**src/rtl/note_envelope.sv**
```systemverilog
// note_envelope: articulation stage of the music-box tone generator.
// Takes the raw square wave plus per-slot note information, shapes an
// ADSR-style amplitude envelope, and applies it to the buzzer as PWM gating.
// Repeated identical notes are separated by a short silent gap, and rests
// fade out through RELEASE instead of cutting off hard.

module note_envelope #(
    parameter int ENV_DIV     = 25000,  // clk0 cycles per envelope tick
    parameter int ATTACK_STEP = 32,     // level increment per tick in ATTACK
    parameter int DECAY_STEP  = 4,      // level decrement per tick in DECAY/RELEASE
    parameter int SUSTAIN_LVL = 160,    // level held in SUSTAIN
    parameter int GAP_TICKS   = 20      // silent ticks before a retriggered note
) (
    input  logic       clk0,
    input  logic       rst,          // asynchronous, active-low
    input  logic       enable,
    input  logic       note_strobe,
    input  logic [7:0] note_code,
    input  logic       tie,
    input  logic       tone_in,
    output logic       buz_out,
    output logic [7:0] level,
    output logic [2:0] env_state
);

    typedef enum logic [2:0] {
        IDLE    = 3'd0,
        ATTACK  = 3'd1,
        DECAY   = 3'd2,
        SUSTAIN = 3'd3,
        RELEASE = 3'd4,
        GAP     = 3'd5
    } env_state_t;

    // Prescaler sized to hold ENV_DIV-1 (ENV_DIV is at least 2).
    localparam int              PRE_W    = $clog2(ENV_DIV);
    localparam logic [PRE_W-1:0] PRE_MAX = PRE_W'(ENV_DIV - 1);

    // Envelope arithmetic is done 10 bits wide so that sums and
    // differences never wrap before they are clamped.
    localparam logic [9:0] ATT_STEP_W = 10'(ATTACK_STEP);
    localparam logic [9:0] DEC_STEP_W = 10'(DECAY_STEP);
    localparam logic [9:0] SUS_LVL_W  = 10'(SUSTAIN_LVL);
    localparam logic [9:0] LVL_MAX_W  = 10'd255;
    localparam logic [7:0] SUS_LVL_8  = 8'(SUSTAIN_LVL);
    localparam logic [7:0] GAP_LAST   = 8'(GAP_TICKS - 1);

    // ------------------------------------------------------------------
    // State registers and their next-state values
    // ------------------------------------------------------------------
    env_state_t       state_q,     state_d;
    logic [7:0]       level_q,     level_d;
    logic [7:0]       prev_code_q, prev_code_d;
    logic [PRE_W-1:0] pre_q,       pre_d;
    logic [7:0]       pwm_cnt_q,   pwm_cnt_d;
    logic [7:0]       gap_cnt_q,   gap_cnt_d;
    logic             buz_q,       buz_d;

    logic             tick;
    logic [9:0]       level_w;
    logic [9:0]       attack_sum;
    logic [7:0]       attack_lvl;
    logic [7:0]       decay_lvl;
    logic [7:0]       release_lvl;
    logic             same_note;
    logic             held_state;

    // Envelope tick prescaler: counts 0..ENV_DIV-1 while enabled, pulses tick on the last count.
    always_comb begin
        tick  = enable && (pre_q == PRE_MAX);
        pre_d = pre_q + 1'b1;
        if (!enable || tick) begin
            pre_d = '0;
        end
    end

    // PWM carrier and buzzer gating; buzzer follows the registered level with one cycle of latency.
    always_comb begin
        pwm_cnt_d = enable ? (pwm_cnt_q + 8'd1) : 8'd0;
        buz_d     = enable && tone_in && (pwm_cnt_q < level_q);
    end

    // Clamped envelope step results for each ramping state.
    always_comb begin
        level_w     = {2'b00, level_q};
        attack_sum  = level_w + ATT_STEP_W;
        attack_lvl  = (attack_sum > LVL_MAX_W) ? 8'hFF : attack_sum[7:0];
        decay_lvl   = (level_w >= SUS_LVL_W + DEC_STEP_W) ? 8'(level_w - DEC_STEP_W) : SUS_LVL_8;
        release_lvl = (level_w >= DEC_STEP_W) ? 8'(level_w - DEC_STEP_W) : 8'd0;
    end

    // Envelope FSM: strobe decode takes priority over the tick it may coincide with.
    always_comb begin
        // NOTE: every signal written here gets a default first, so no path leaves it unassigned and no latch is inferred.
        state_d     = state_q;
        level_d     = level_q;
        prev_code_d = prev_code_q;
        gap_cnt_d   = gap_cnt_q;

        same_note  = (note_code == prev_code_q);
        held_state = (state_q != IDLE) && (state_q != RELEASE);

        if (!enable) begin
            state_d     = IDLE;
            level_d     = 8'd0;
            prev_code_d = 8'd0;
            gap_cnt_d   = 8'd0;
        end else if (note_strobe) begin
            if (note_code == 8'd0) begin
                // Rest: fade out whatever is sounding.
                if (state_q != IDLE) begin
                    state_d = RELEASE;
                end
                prev_code_d = 8'd0;
            end else begin
                if (!same_note) begin
                    // New pitch: legato attack from the current level.
                    state_d = ATTACK;
                end else if (!(tie && held_state)) begin
                    // Repeated note without a tie: silent gap, then re-attack.
                    state_d   = GAP;
                    level_d   = 8'd0;
                    gap_cnt_d = 8'd0;
                end
                prev_code_d = note_code;
            end
        end else if (tick) begin
            unique case (state_q)
                IDLE: begin
                    level_d = 8'd0;
                end
                ATTACK: begin
                    level_d = attack_lvl;
                    if (attack_lvl == 8'hFF) begin
                        state_d = DECAY;
                    end
                end
                DECAY: begin
                    level_d = decay_lvl;
                    if (decay_lvl == SUS_LVL_8) begin
                        state_d = SUSTAIN;
                    end
                end
                SUSTAIN: begin
                    level_d = level_q;
                end
                RELEASE: begin
                    level_d = release_lvl;
                    if (release_lvl == 8'd0) begin
                        state_d = IDLE;
                    end
                end
                GAP: begin
                    level_d = 8'd0;
                    if (gap_cnt_q == GAP_LAST) begin
                        state_d = ATTACK;
                    end else begin
                        gap_cnt_d = gap_cnt_q + 8'd1;
                    end
                end
                default: begin
                    state_d = IDLE;
                    level_d = 8'd0;
                end
            endcase
        end
    end

    // All state registers, cleared asynchronously by rst.
    always_ff @(posedge clk0 or negedge rst) begin
        if (!rst) begin
            state_q     <= IDLE;
            level_q     <= 8'd0;
            prev_code_q <= 8'd0;
            pre_q       <= '0;
            pwm_cnt_q   <= 8'd0;
            gap_cnt_q   <= 8'd0;
            buz_q       <= 1'b0;
        end else begin
            // NOTE: non-blocking assignments so every flop samples pre-edge values, independent of statement order.
            state_q     <= state_d;
            level_q     <= level_d;
            prev_code_q <= prev_code_d;
            pre_q       <= pre_d;
            pwm_cnt_q   <= pwm_cnt_d;
            gap_cnt_q   <= gap_cnt_d;
            buz_q       <= buz_d;
        end
    end

    assign buz_out   = buz_q;
    assign level     = level_q;
    assign env_state = state_q;

endmodule
```
**config.mk**
```make
export PLATFORM = sky130hd
export DESIGN_NAME = note_envelope
export DESIGN_NICKNAME = d
export VERILOG_FILES = /design/src/rtl/note_envelope.sv
export SDC_FILE = /design/constraint.sdc
export NUM_CORES = 1
export LEC_CHECK = 0
export CORE_MARGIN = 2
export CORE_UTILIZATION = 35
export DETAILED_ROUTE_END_ITERATION = 16
export MAX_ROUTING_LAYER = met4
export SYNTH_ARGS = -nofsm -noshare
export SYNTH_HDL_FRONTEND = slang
export SYNTH_SLANG_ARGS = --single-unit
export TNS_END_PERCENT = 10
```
**constraint.sdc**
```tcl
create_clock -name clk0 -period 3.9 [get_ports clk0]
set_input_delay 0.39 -clock clk0 [delete_from_list [all_inputs] [get_ports clk0]]
set_output_delay 0.39 -clock clk0 [all_outputs]
set_load 0.05 [all_outputs]
```
==> impl_metrics.py <==
metrics = {
    "outcome": {
        "status": "finished clean",
    },
    "floorplan": {
        "placeableCoreArea_um2": 8806,
        "die_w_um": 99.72,
        "row_count": 34,
        "pin_count": 26,
        "start_util_pct": 36.42,
        "design.die.area_um2": 9944,
        "die_h_um": 99.72,
    },
    "critical_path": {
        "startpoint_type": "flop",
        "critPathRequiredTime_ns": 4.13,
        "path_class": "flop to flop",
        "cp-end-kind": "flop",
        "worst-path-buf-inv": 1,
        "crit_path_frequent_cell": "a21oi_1",
        "cp.arrival_ns": 2.83,
        "crit_fanout": 9,
        "slowest_delay_ns": 0.52,
        "cp_slowest_cell": "o311ai_2",
        "cp_top_family": "compound AO/OA/AOI/OAI gates",
        "crit_path_cell_trace": "inv_1, ha_1, nor3b_1, a21oi_1, o311ai_2, a21oi_1, a21o_1, a21oi_1, mux2i_1",
    },
    "drt": {
        "detail_route.wirelength_mm": 6.836,
        "vias_per_cell": 5.249,
        "drt-initial-drc-count": 59,
        "first_pass_iters": 4,
        "drtAntennaViolNets": 0,
        "wl_per_cell_um": 14.18,
        "vias": 2530,
        "drcViolationCount": 0,
    },
    "synthesis": {
        "yosysTopAreaCell": "dfrtp_1",
        "synth_edf_count": 0,
        "synthTopCellsByArea": "dfrtp_1 (40%), ha_1 (6.6%), xnor2_1 (6.6%)",
        "synth_fp_nets": 380,
        "synthCells": 349,
        "ys_seq_elements": 51,
        "syn_area_um2": 3207,
        "async_reset_ff_share_pct": 100.0,
        "synth_area_per_cell_um2": 9.189,
        "synth_ff_type": "dfrtp_1",
        "synth_cell_types": 59,
        "synth_warnings": 0,
        "ys_seq_area_share_pct": 39.80,
        "yosys.area.top_type_share_pct": 39.80,
    },
    "sta": {
        "skew_ns": 0.008266,
        "post-route-min-period_ns": 2.600,
        "relSlewSlack_pct": 56.33,
        "slew_violations": 0,
        "post-route-period-util_pct": 66.66,
        "tightest_slew_ns": 0.6551,
        "hold_violations": 0,
        "rsz0062_at_grt": "false",
        "setup_tns_ns": 0,
        "fmax_mhz": 384.7,
        "setup_violations": 0,
    },
    "global_route": {
        "grtUsageTotal_pct": 15.23,
        "grt_pass1_vias": 2588,
        "grt_antenna_before_repair": 0,
        "grt_max_degree": 52,
        "grt_pass1_wl_mm": 12.05,
        "grt-ovfl-total": 0,
    },
    "layout": {
        "fin_area_um2": 3652,
        "multi_input_area_um2": 1826,
        "register_area_um2": 1276,
        "drive_gt1_share_pct": 6.952,
        "syn2layout_area_growth_pct": 13.89,
        "nNetsFinal": 404,
        "num_antenna_cells": 0,
        "fill_cells": 858,
    },
    "power_and_ir_drop": {
        "p_per_area_nw_per_um2": 266.5,
        "pwr-share-comb_pct": 10.3,
        "p_clk_share_pct": 32.8,
        "vdd_drop_max_mv": 0.1353,
        "leakagePower_uw": 0.001529,
        "swShare_pct": 26.68,
        "internal-power_uw": 713.5,
        "power.net_switching_uw": 259.7,
        "seqPwrFrac_pct": 56.9,
    },
    "job": {
        "drv_cap": 0,
    },
    "cts": {
        "clk_latency_ns": 0.31,
        "clock_path_buffers": 2,
        "cts_tree": "yes",
        "cts-root-buf": "clkbuf_8",
        "clk_pin_slew_ns": 0.10,
        "cts_setup_buffers": 0,
        "htree_levels": 2,
        "cts_made_buffers": 5,
        "cts_num_sinks": 51,
        "cts_hold_buffers": 0,
        "cts.repair.resized": 0,
    },
    "place": {
        "port_buffers": 25,
        "gp_congestion": 0.8450,
        "dp_hpwl_mm": 5.060,
        "place_area_um2": 3561,
    },
    "worst_hold_path": {
        "hp-class": "primary input to async pin",
    },
}
## kinds of logic after synthesis
kind of cell,after synthesis,share of synthesized area (%)
muxes,10,3.160
xor gates and xnor gates,35,9.559
DFF,51,39.80
and+or+nand+nor,141,22.79
adders and majority gates,17,6.633
buffers and inverters,25,3.277
AOI/OAI and AO/OA,70,14.79
## sequential cells by signal, summed over array words and instances (netlist names)
signal / flops
pre_q: 15
pwm_cnt_q: 8
level: 8
env_state: 3
buz_out: 1
gap_cnt_q: 8
prev_code_q: 8
## cell usage in the layout, fill, tap and decap left out, types with 4 or more instances in the layout
cell type        synthesis  layout
nor2b_1                  4       4
ha_1                    17      17
inv_1                   12      12
nand2_1                 24      24
clkdlybuf4s50_1          0      24
clkbuf_8                 0       5
and3_1                   6       6
o21ai_0                 17      17
xor2_1                  11      11
a211oi_1                 5       5
buf_4                    1       4
a21o_1                   6       6
nor2_1                  50      50
nand4_1                  7       7
nand3_1                 13      13
mux2i_1                  9       9
xnor2_1                 24      24
or3_1                    6       6
a21oi_1                 16      16
dfrtp_1                 51      51
## power groups by stage
stage	Clock, µW	Combinational [µW]	Sequential [µW]
after detailed placement	0	103	564
final	319	100	554
after floorplan	0	56.2	564
after global placement	0	101	564
after CTS	332	103	554
after global routing	354	113	556
## final cells by class
class | count | area share [%]
multi-input combinational | 273 | 49.98
sequential | 51 | 34.94
timing repair buffer | 29 | 7.537
tap | 108 | 3.700
clock buffer | 5 | 1.884
inverter | 13 | 1.336
clock inverter | 3 | 0.6167
## stage by stage
stage	setup WS, ns	total power, µW	hold WS [ns]	utilization (%)	std cells
after floorplan	1.302	620.6	0.09441	-	349
after global placement	1.311	665.3	0.4622	40.44	474
after detailed placement	1.189	666.7	0.4664	40.44	474
after CTS	1.324	989.5	0.2154	41.47	482
after global routing	1.095	1023	0.2422	41.47	482
final	1.300	973.2	0.1888	41.47	482
## worst paths after layout
path	to	slack, ns	cells after the start	start
worst min register to register	pwm_cnt_q[0]	0.48	1	pwm_cnt_q[0]
worst max-delay path	env_state[0]	1.30	9	level[2]
max in group asynchronous	level[2]	3.28	2	rst
min in group clk0	pwm_cnt_q[0]	0.48	1	pwm_cnt_q[0]
worst max register to register	env_state[0]	1.30	9	level[2]
worst min-delay path	gap_cnt_q[4]	0.19	2	rst
## per-layer routing
layer	wire (µm)	global-route usage, %	vias to the layer above
li1	-	-	1279
met1	3230	19.33	1212
met2	3325	24.95	31
met3	190	2.460	8
met4	90	4.847	0
met5	0	-	-
## cell usage after synthesis (4+ instances only)
| cell | instances |
|---|---|
| nor2_1 | 50 |
| or3_1 | 6 |
| a21oi_1 | 16 |
| xnor2_1 | 24 |
| nand4_1 | 7 |
| mux2i_1 | 9 |
| clkbuf_1 | 4 |
| xor2_1 | 11 |
| and3_1 | 6 |
| nand2_1 | 24 |
| nand3_1 | 13 |
| a21o_1 | 6 |
| inv_1 | 12 |
| o21ai_0 | 17 |
| ha_1 | 17 |
| buf_2 | 6 |
| a211oi_1 | 5 |
| nor2b_1 | 4 |
| dfrtp_1 | 51 |
## worst register-to-register path: stages (launching register included)
cell and delay (ns):
dfrtp_1 0.49, inv_1 0.12, ha_1 0.24, nor3b_1 0.30, a21oi_1 0.13, o311ai_2 0.52, a21oi_1 0.08, a21o_1 0.26
a21oi_1 0.19, mux2i_1 0.20
(Power assumes the default switching activity.)
